===== src/rtl/alu_ctrl_issue.sv =====
// rtl/alu_ctrl_issue.sv - ALUCtrl decode/issue stage with multi-cycle MUL stall
// Optional illegal_o output when ALU_CTRL_ILLEGAL_EN is defined.
module alu_ctrl_issue #(
  parameter int MUL_CYCLES = 4
) (
  input  logic       clk_i,
  input  logic       rst_i,
  input  logic       valid_i,
  input  logic [1:0] ALUOp_i,
  input  logic [5:0] funct_i,
  input  logic       flush_i,
  output logic [2:0] ALUCtrl_o,
  output logic       valid_o,
  output logic       stall_o
`ifdef ALU_CTRL_ILLEGAL_EN
  ,
  output logic       illegal_o
`endif
);

  typedef enum logic {IDLE, MUL_BUSY} state_t;

  localparam logic [2:0] CODE_MUL = 3'b011;
  localparam logic [2:0] CODE_BAD = 3'b111;
  localparam logic [3:0] MUL_LOAD = 4'(MUL_CYCLES - 1);

  state_t     state, state_n;
  logic [3:0] cnt, cnt_n;
  logic [2:0] code, ctrl_n;
  logic       valid_n;

  always_comb begin
    code = 3'b010;
    case (ALUOp_i)
      2'b00: code = 3'b010;
      2'b01: code = 3'b110;
      2'b11: code = 3'b001;
      default: begin
        case (funct_i)
          6'h20:   code = 3'b010;
          6'h22:   code = 3'b110;
          6'h24:   code = 3'b000;
          6'h25:   code = 3'b001;
          6'h18:   code = CODE_MUL;
          default: code = CODE_BAD;
        endcase
      end
    endcase
  end

  always_comb begin
    state_n = state;
    cnt_n   = cnt;
    ctrl_n  = ALUCtrl_o;
    valid_n = 1'b0;
    case (state)
      IDLE: begin
        if (valid_i && !flush_i) begin
          ctrl_n = code;
          // A single-cycle MUL behaves exactly like any other op.
          if (code == CODE_MUL && MUL_CYCLES > 1) begin
            cnt_n   = MUL_LOAD;
            state_n = MUL_BUSY;
          end else begin
            valid_n = 1'b1;
          end
        end
      end
      default: begin
        ctrl_n = CODE_MUL;
        if (flush_i) begin
          state_n = IDLE;
          cnt_n   = 4'd0;
        end else begin
          cnt_n = cnt - 4'd1;
          if (cnt == 4'd1) begin
            state_n = IDLE;
            valid_n = 1'b1;
          end
        end
      end
    endcase
  end

`ifdef ALU_CTRL_ILLEGAL_EN
  logic illegal_n;

  always_comb begin
    illegal_n = 1'b0;
    if (state == IDLE && valid_i && !flush_i && ALUOp_i == 2'b10 && code == CODE_BAD)
      illegal_n = 1'b1;
  end

  always_ff @(posedge clk_i) begin
    if (rst_i) illegal_o <= 1'b0;
    else       illegal_o <= illegal_n;
  end
`endif

  always_ff @(posedge clk_i) begin
    if (rst_i) begin
      state     <= IDLE;
      cnt       <= 4'd0;
      ALUCtrl_o <= 3'b000;
      valid_o   <= 1'b0;
    end else begin
      state     <= state_n;
      cnt       <= cnt_n;
      ALUCtrl_o <= ctrl_n;
      valid_o   <= valid_n;
    end
  end

  assign stall_o = (state == MUL_BUSY);

endmodule


===== config.mk =====
export PLATFORM = sky130hd
export DESIGN_NAME = alu_ctrl_issue
export DESIGN_NICKNAME = d
export VERILOG_FILES = /design/src/rtl/alu_ctrl_issue.sv
export SDC_FILE = /design/constraint.sdc
export NUM_CORES = 1
export LEC_CHECK = 0
export CORE_AREA = 2 2 39 41
export CTS_CLUSTER_DIAMETER = 100
export CTS_CLUSTER_SIZE = 28
export DETAILED_ROUTE_END_ITERATION = 10
export DIE_AREA = 0 0 41 43
export GPL_TIMING_DRIVEN = 0
export MAX_ROUTING_LAYER = met4
export PLACE_DENSITY = 0.69
export SLEW_MARGIN = 20
export SYNTH_ARGS = -nofsm -noshare
export SYNTH_HDL_FRONTEND = slang
export SYNTH_SLANG_ARGS = --single-unit

===== constraint.sdc =====
create_clock -name clk_i -period 1.45 [get_ports clk_i]
set_clock_uncertainty 0.1 [all_clocks]
set_input_delay 0.2175 -clock clk_i [delete_from_list [all_inputs] [get_ports clk_i]]
set_output_delay 0.2175 -clock clk_i [all_outputs]
set_load 0.005 [all_outputs]

==> results.json, run 1 <==
{
  "status": "completed",
  "p_sw_share_pct": 23.7,
  "peakVddDrop_mv": 0.483,
  "layout_min_cycle_time_ns": 1.40,
  "place_inst": 93,
  "yosysWarnings": 0,
  "clock_latency_ns": 0.26,
  "antenna_found_initial": 0,
  "cts_tree": "done",
  "maxCapViolCount": 0,
  "synthToLayoutAreaGrowth_pct": 44.3,
  "drive_gt1_share_pct": 14.6,
  "crit_type": "input port to flip-flop",
  "rr_worst_depth": 5,
  "grt_max_degree": 10,
  "ant_nets": 0,
  "die_w_microns": 41,
  "hold_viol": 0,
  "hold_path_depth": 2,
  "grt.overflow.total": 0,
  "critPathLaunchType": "input port",
  "grt_use_total_pct": 15.7,
  "hold_end": "stall_o$_SDFF_PP0_",
  "wl_per_cell_microns": 11.9,
  "die_h_microns": 43,
  "drt_pre_antenna_iters": 4,
  "num_vias": 506,
  "post_dp_cell_area_sq_um": 684,
  "tightestPinTransition_ns": 0.395,
  "fin_nets": 97,
  "n_antenna_cell": 0,
  "worstReg2RegStart": "cnt[0]$_SDFFE_PP0P_",
  "cp-end-kind": "flip-flop",
  "combPwrFrac_pct": 15.6,
  "rows": 14,
  "power_density_nw_per_um2": 723,
  "fin_area_sq_um": 742,
  "grt_pass1_vias": 467,
  "coreArea_sq_um": 1380,
  "cp_max_fo": 4,
  "r2r-end": "cnt[1]$_SDFFE_PP0P_",
  "vias_per_cell": 5.16,
  "io_buffers": 15,
  "grt_pass1_wl_microns": 1820,
  "critical_path_required_ns": 1.48,
  "power.share.clock_pct": 36.7,
  "grtUsageMet2_pct": 24.1,
  "worstHoldPathType": "input port to flip-flop",
  "ctsRootBufferMaster": "clkbuf_4",
  "numCtsBuffers": 3,
  "r2r_setup_slack_ns": 0.13,
  "clkSinkCount": 9,
  "busiest_layer": "met2",
  "cp.arrival_ns": 1.43,
  "min_from": "rst_i",
  "start_util_pct": 37.2,
  "grtUsageMet3_pct": 7.85,
  "gp_congestion": 0.776,
  "min_period_over_period_pct": 96.7,
  "ys_seq_area_share_pct": 35.0,
  "drv_slew": 0,
  "post-route-drc-count": 0,
  "slew_headroom_pct": 73.6,
  "p_sw_mw": 0.127,
  "leakagePower_nw": 0.339,
  "grt_use_met1_pct": 18.5,
  "post-dp-hpwl_microns": 904,
  "stdcell_count": 98,
  "final_util_pct": 53.6,
  "dr.first_iter.drc_count": 7,
  "die_area_sq_um": 1760,
  "postSynthCellCount": 62,
  "syn-mean-instance-area_sq_um": 8.29,
  "synth_nets": 76,
  "seqPwrFrac_pct": 47.8,
  "clk_pin_slew_ns": 0.06,
  "fmax_ghz": 0.713,
  "ys_types": 25,
  "io_pins": 17,
  "setup_viol": 0,
  "internal_power_mw": 0.409,
  "synth_seq_cells": 9,
  "wirelength_microns": 1170,
  "syn_area_sq_um": 514,
  "clockBufferDepth": 2,
  "cts_max_level": 1,
  "ctsHoldBuffers": 0
}
flip-flops by register name, summed over array words and instances (netlist names):
register	flops
cnt	4
stall_o	1
ALUCtrl_o	3
valid_o	1
Yosys cell counts:
master    count  area (sq um)
dfxtp_1       9           180
nor2_1        9          33.8
a21oi_1       6          30.0
inv_1         5          18.8
a31oi_1       4          25.0
o21ai_0       4          20.0
nand2b_1      3          18.8
ha_1          2          25.0
nand2_1       2          7.51
nor3_1        2          10.0
nor3b_1       2          15.0
a211oi_1      1          7.51
a21o_1        1          7.51
a311oi_1      1          8.76
and2b_2       1          8.76
and4bb_2      1          12.5
buf_1         1          3.75
buf_4         1          7.51
nand3_2       1          10.0
nor4_1        1          6.26
nor4b_4       1          23.8
o21ba_2       1          10.0
o22a_1        1          8.76
o22ai_1       1          6.26
or3b_1        1          8.76
critical path: stages:
cell,delay [ns]
clkdlybuf4s50_1,0.49
nor4b_4,0.30
a31oi_1,0.14
o21ai_0,0.19
a21oi_1,0.09
repair_timing:
action | 4_1_cts | 5_1_grt
setup endpoints to repair | 0 | 9
buffers inserted | 0 | 1
gates resized for setup | 0 | 9
cell type report:
type                    instances  area (sq um)
inverters                       5          18.8
well taps                      16          20.0
flip-flops and latches          9           180
repair buffers                 16           173
clock buffers                   4          26.3
multi-input cells              46           313
plain buffers                   2          11.3
fillers                       140           642
worst max path at each step:
stage	slack, ns	startpoint	cells past startpoint	endpoint
5_1_grt	-0.00002	stall_o$_SDFF_PP0_	1	stall_o
2_1_floorplan	0.23	stall_o$_SDFF_PP0_	4	cnt[2]$_SDFFE_PP0P_
6_report	0.05	funct_i[1]	5	cnt[2]$_SDFFE_PP0P_
4_1_cts	0.009	funct_i[1]	5	cnt[2]$_SDFFE_PP0P_
3_3_place_gp	-0.24	funct_i[5]	5	ALUCtrl_o[2]$_SDFFE_PP0P_
3_5_place_dp	-0.26	funct_i[1]	5	cnt[2]$_SDFFE_PP0P_
power groups by stage:
stage | combinational [mW] | clock [mW] | sequential, mW
finish | 0.0835 | 0.197 | 0.256
global route | 0.0908 | 0.216 | 0.257
CTS | 0.0839 | 0.200 | 0.257
detailed placement | 0.0835 | 0 | 0.262
global placement | 0.0823 | 0 | 0.262
floorplan | 0.0302 | 0 | 0.263
per-stage QoR:
stage                     power (mW)  setup TNS [ns]  worst slack (ns)  hold WS, ns
final                          0.537               0            0.0477        0.214
after global routing           0.564      -0.0000158        -0.0000158        0.200
after CTS                      0.540               0           0.00913        0.199
after detailed placement       0.346           -1.82            -0.255        0.392
after global placement         0.344           -1.66            -0.237        0.377
after floorplan                0.293               0             0.228        0.197
logic make-up (layout without fill, tap and decap cells):
| logic type | Yosys count | after routing | share of synthesized area [%] |
|---|---|---|---|
| flops | 9 | 9 | 35.0 |
| fa+ha+maj | 2 | 2 | 4.87 |
| compound gates | 20 | 20 | 24.1 |
| buf+inv | 7 | 27 | 5.84 |
| simple gates | 24 | 24 | 30.2 |
per-layer routing:
layer	vias to the layer above	wire length, microns	share of wire (%)
li1	264	-	-
met1	225	533	46
met2	17	559	48
met3	0	75	6.4
met4	0	0	0
met5	-	0	0
layout by cell type, fill, tap and decap left out:
cell,count
o22ai_1,1
dlymetal6s2s_1,6
nor2_1,9
nor3_1,2
o21ba_2,1
or3b_1,1
a21oi_2,1
nand2b_1,3
and2b_2,1
a21oi_1,5
clkbuf_4,3
buf_1,1
a311oi_1,1
a21o_1,1
nand3_2,1
nand2_1,2
nor4b_4,1
a31oi_1,4
inv_1,5
o22a_1,1
clkbuf_1,1
o21ai_1,1
nor3b_1,1
nor4_1,1
dfxtp_1,9
buf_4,2
clkdlybuf4s50_1,9
nor3b_2,1
a211oi_1,1
and4bb_2,1
ha_1,2
o21ai_0,3
Note: power is estimated with default switching activity, not from simulation.
==> run 2, diff against run 1 <==
==> constraint.sdc (replaced) <==
create_clock -name clk_i -period 1.45 [get_ports clk_i]
set_clock_uncertainty 0.1 [all_clocks]
set_input_delay 0.29 -clock clk_i [delete_from_list [all_inputs] [get_ports clk_i]]
set_output_delay 0.29 -clock clk_i [all_outputs]
set_load 0.005 [all_outputs]
==> results.json, run 2 (same netlist as run 1, synthesis figures left out) <==
{
  "post-route-drc-count": 0,
  "dr.first_iter.drc_count": 9,
  "largest_register_ffs": 4,
  "fmax_ghz": 0.711,
  "fillers": 142,
  "cts_max_level": 1,
  "ctsHoldBuffers": 0,
  "clock_latency_ns": 0.26,
  "dr_wl_met3_microns": 80,
  "grt_max_degree": 10,
  "top_regs": "cnt (4), ALUCtrl_o (3)",
  "grt_use_total_pct": 15.9,
  "ctsRootBufferMaster": "clkbuf_4",
  "rows": 14,
  "clockBufferDepth": 2,
  "wl_per_cell_microns": 12.3,
  "die_area_sq_um": 1760,
  "num_vias": 516,
  "crit_type": "input port to flip-flop",
  "grt.overflow.total": 0,
  "final_util_pct": 53.3,
  "hold_viol": 0,
  "clkSinkCount": 9,
  "slew_headroom_pct": 74.7,
  "top_signal_layer_used": "met3",
  "grt_pass1_wl_microns": 1850,
  "ant_nets": 0,
  "wl_met1_microns": 516,
  "pre_cts_ws_ns": -0.328,
  "critPathLaunchType": "input port",
  "fin_nets": 98,
  "rsz0062_at_grt": "true",
  "clk_pin_slew_ns": 0.06,
  "start_util_pct": 37.2,
  "layout_min_cycle_time_ns": 1.41,
  "seqCellArea_sq_um": 180,
  "cts_tree": "done",
  "leakagePower_nw": 0.321,
  "setup_viol": 0,
  "die_h_microns": 43,
  "vias_per_cell": 5.21,
  "power_density_nw_per_um2": 724,
  "maxCapViolCount": 0,
  "setup-tns-final_ns": 0,
  "worstHoldPathType": "input port to flip-flop",
  "fin_ws_ns": 0.0437,
  "min_period_over_period_pct": 97.0,
  "numCtsBuffers": 3,
  "gp_congestion": 0.776,
  "peakVddDrop_mv": 0.473,
  "antenna_found_initial": 0,
  "drive_gt1_share_pct": 16.9,
  "final_cell_mix": "9 x dfxtp_1, 9 x nor2_1, 8 x dlygate4sd2_1",
  "n_antenna_cell": 0,
  "dr_wl_met2_microns": 621,
  "cp_max_fo": 4,
  "drv_slew": 0,
  "grt_pass1_vias": 469,
  "status": "completed",
  "cp-end-kind": "flip-flop",
  "critical_path_required_ns": 1.55,
  "die_w_microns": 41,
  "post-dp-hpwl_microns": 904,
  "synthToLayoutAreaGrowth_pct": 43.6,
  "coreArea_sq_um": 1380,
  "top_register": "cnt",
  "cp.arrival_ns": 1.51,
  "multi_input_area_sq_um": 319,
  "drt_pre_antenna_iters": 4,
  "wirelength_microns": 1220,
  "tightestPinTransition_ns": 0.380,
  "io_pins": 17,
  "io_buffers": 15
}
-- run 2: per-stage QoR --
| step | instance area (sq um) | power [mW] | std cells | hold slack, ns |
|---|---|---|---|---|
| finish | 738 | 0.535 | 99 | 0.208 |
| global route | 738 | 0.561 | 99 | 0.220 |
| CTS | 721 | 0.537 | 99 | 0.271 |
| detailed placement | 684 | 0.346 | 93 | 0.392 |
| global placement | 684 | 0.344 | 93 | 0.377 |
| floorplan | 514 | 0.293 | 62 | 0.269 |
-- run 2: final timing paths --
check,startpoint,endpoint,slack (ns),cells after the start
max,funct_i[4],stall_o$_SDFF_PP0_,0.04,5
min,flush_i,valid_o$_SDFF_PP0_,0.21,2
max reg2reg,cnt[0]$_SDFFE_PP0P_,cnt[1]$_SDFFE_PP0P_,0.12,5
min reg2reg,ALUCtrl_o[0]$_SDFFE_PP0P_,ALUCtrl_o[0]$_SDFFE_PP0P_,0.40,2
-- run 2: repair_timing --
action / in CTS / in global routing
gates resized for setup: 12 / 5
endpoints found under the hold margin: 0 / 0
pin swaps: 4 / 5
endpoints found under the setup margin: 11 / 9
setup buffers: 2 / 0
-- run 2: layout make-up --
type | count | area share (%)
Multi-Input combinational cell | 46 | 43.2
Sequential cell | 9 | 24.4
Timing Repair Buffer | 17 | 22.0
Clock buffer | 4 | 3.56
Tap cell | 16 | 2.71
Inverter | 5 | 2.54
Buffer | 2 | 1.53
-- run 2: report_power, final --
part / total (mW) / switching (mW) / internal (mW)
clock network: 0.198 / 0.0913 / 0.106
registers: 0.256 / 0.00283 / 0.254
logic: 0.0806 / 0.0351 / 0.0455
-- run 2: worst max-delay path: stages --
cell and delay (ns):
clkdlybuf4s50_1 0.48, and4bb_2 0.31, nand3_2 0.13, o22a_1 0.23, nor2_1 0.07
-- run 2: metal layers --
layer	global-route usage [%]	vias to the layer above
li1	-	265
met1	19.2	231
met2	24.1	20
met3	7.85	0
met4	2.00	0
met5	-	-
==> run 3, diff against run 2 <==
--- a/config.mk
+++ b/config.mk
@@ -5,7 +5,9 @@
 export SDC_FILE = /design/constraint.sdc
 export NUM_CORES = 1
 export LEC_CHECK = 0
+export CAP_MARGIN = 10
 export CORE_AREA = 2 2 39 41
+export CTS_BUF_LIST = sky130_fd_sc_hd__clkbuf_8
 export CTS_CLUSTER_DIAMETER = 100
 export CTS_CLUSTER_SIZE = 28
 export DETAILED_ROUTE_END_ITERATION = 10
==> results.json, run 3 (same netlist as run 1, synthesis figures left out) <==
{
  "fin_nets": 97,
  "synthToLayoutAreaGrowth_pct": 47.2,
  "drt_pre_antenna_iters": 2,
  "ant_nets": 0,
  "crit_type": "input port to flip-flop",
  "ctsRootBufferMaster": "clkbuf_8",
  "setup_viol": 0,
  "whs_ns": 0.300,
  "grt_max_degree": 10,
  "peakVddDrop_mv": 0.559,
  "p_sw_share_pct": 23.2,
  "multi_input_area_sq_um": 330,
  "place_inst": 93,
  "cp-end-kind": "flip-flop",
  "dr.first_iter.drc_count": 8,
  "die_h_microns": 43,
  "status": "completed",
  "grt_use_total_pct": 15.9,
  "final_cell_mix": "9 x dfxtp_1, 9 x nor2_1, 9 x dlygate4sd2_1",
  "critical_path_required_ns": 1.46,
  "cp_max_fo": 4,
  "layout_min_cycle_time_ns": 1.41,
  "n_antenna_cell": 0,
  "seqPwrFrac_pct": 40.9,
  "grt_pass1_vias": 456,
  "grt.overflow.total": 0,
  "post-dp-hpwl_microns": 904,
  "rsz0062_at_grt": "true",
  "tightestPinTransition_ns": 0.372,
  "worstReg2RegStart": "cnt[0]$_SDFFE_PP0P_",
  "seqCellArea_sq_um": 180,
  "rr_worst_depth": 5,
  "die_area_sq_um": 1760,
  "clock_latency_ns": 0.24,
  "io_pins": 17,
  "drv_slew": 0,
  "worstHoldPathType": "input port to flip-flop",
  "combPwrFrac_pct": 12.5,
  "cts_tree": "done",
  "maxCapViolCount": 0,
  "hold_viol": 0,
  "p_sw_mw": 0.146,
  "fillers": 138,
  "hold_end": "stall_o$_SDFF_PP0_",
  "clk_pin_slew_ns": 0.05,
  "vias_per_cell": 5.30,
  "largest_register_ffs": 4,
  "fin_area_sq_um": 757,
  "r2r_setup_slack_ns": 0.15,
  "fin_total_pwr_mw": 0.629,
  "stdcell_count": 98,
  "power_density_nw_per_um2": 831,
  "numCtsBuffers": 3,
  "setup-tns-final_ns": 0,
  "rows": 14,
  "wirelength_microns": 1190,
  "top_regs": "cnt (4), ALUCtrl_o (3)",
  "slew_headroom_pct": 75.2,
  "min_from": "rst_i",
  "gp_congestion": 0.776,
  "drive_gt1_share_pct": 15.9,
  "r2r-end": "cnt[1]$_SDFFE_PP0P_",
  "top_register": "cnt",
  "io_buffers": 15,
  "clkSinkCount": 9,
  "clockBufferDepth": 2,
  "hold_path_depth": 2,
  "fmax_ghz": 0.710,
  "power.share.clock_pct": 46.6,
  "cp.arrival_ns": 1.42,
  "critPathLaunchType": "input port",
  "post_dp_cell_area_sq_um": 684,
  "wl_per_cell_microns": 12.1,
  "start_util_pct": 37.2,
  "die_w_microns": 41,
  "num_vias": 519,
  "cts_max_level": 1,
  "post-route-drc-count": 0,
  "min_period_over_period_pct": 97.2,
  "internal_power_mw": 0.483,
  "coreArea_sq_um": 1380,
  "grt_pass1_wl_microns": 1790,
  "leakagePower_nw": 0.331,
  "antenna_found_initial": 0
}
## run 3: cell count changes in the layout (fill, tap and decap cells not counted), sizes merged
cell          before  now
inv                5    6
dlymetal6s2s       3    2
buf                4    3
clkbuf             4    3
dlygate4sd2        8    9
## run 3: power groups by stage
stage	clock [mW]	sequential (mW)	combinational (mW)
floorplan	0	0.263	0.0302
global placement	0	0.262	0.0823
detailed placement	0	0.262	0.0835
CTS	0.299	0.257	0.0771
global route	0.309	0.258	0.0861
finish	0.293	0.257	0.0787
## run 3: area by class of cell
class                   instances  share of cell area, %
flip-flops and latches          9                   23.8
multi-input cells              46                   43.6
inverters                       5                   2.48
clock inverters                 1                  0.496
well taps                      16                   2.64
clock buffers                   3                   5.45
plain buffers                   2                   1.49
repair buffers                 16                   20.0
## run 3: how the worst max path moves through the flow
stage / startpoint / end / slack, ns
after global routing: funct_i[1] / valid_o$_SDFF_PP0_ / -0.004
after floorplan: stall_o$_SDFF_PP0_ / cnt[2]$_SDFFE_PP0P_ / 0.23
after CTS: funct_i[5] / ALUCtrl_o[2]$_SDFFE_PP0P_ / 0.0007
final: funct_i[4] / cnt[2]$_SDFFE_PP0P_ / 0.04
after detailed placement: funct_i[1] / cnt[2]$_SDFFE_PP0P_ / -0.33
after global placement: funct_i[5] / ALUCtrl_o[2]$_SDFFE_PP0P_ / -0.31
## run 3: metal layers
metal | up-vias | wire length, microns | global-route usage [%]
met1 | 236 | 494 | 18.5
met3 | 3 | 75 | 6.28
met4 | 0 | 25 | 8.00
met5 | - | 0 | -
met2 | 17 | 590 | 22.8
li1 | 263 | - | -
## run 3: per-stage QoR
step / util [%] / setup WS, ns
after global placement: 49.5 / -0.309
after floorplan: - / 0.228
final: 54.7 / 0.0407
after CTS: 53.3 / 0.000729
after global routing: 54.7 / -0.00433
after detailed placement: 49.5 / -0.328
## run 3: critical path: stages
cell and delay (ns):
clkdlybuf4s50_1 0.49, and4bb_4 0.29, a31oi_2 0.11, o21ai_1 0.16, a21oi_1 0.08
## run 3: repair_timing
action	in CTS	in global routing
hold buffers	0	0
buffers inserted	1	0
setup endpoints to repair	10	7
pin swaps	5	4
resized for setup	14	5
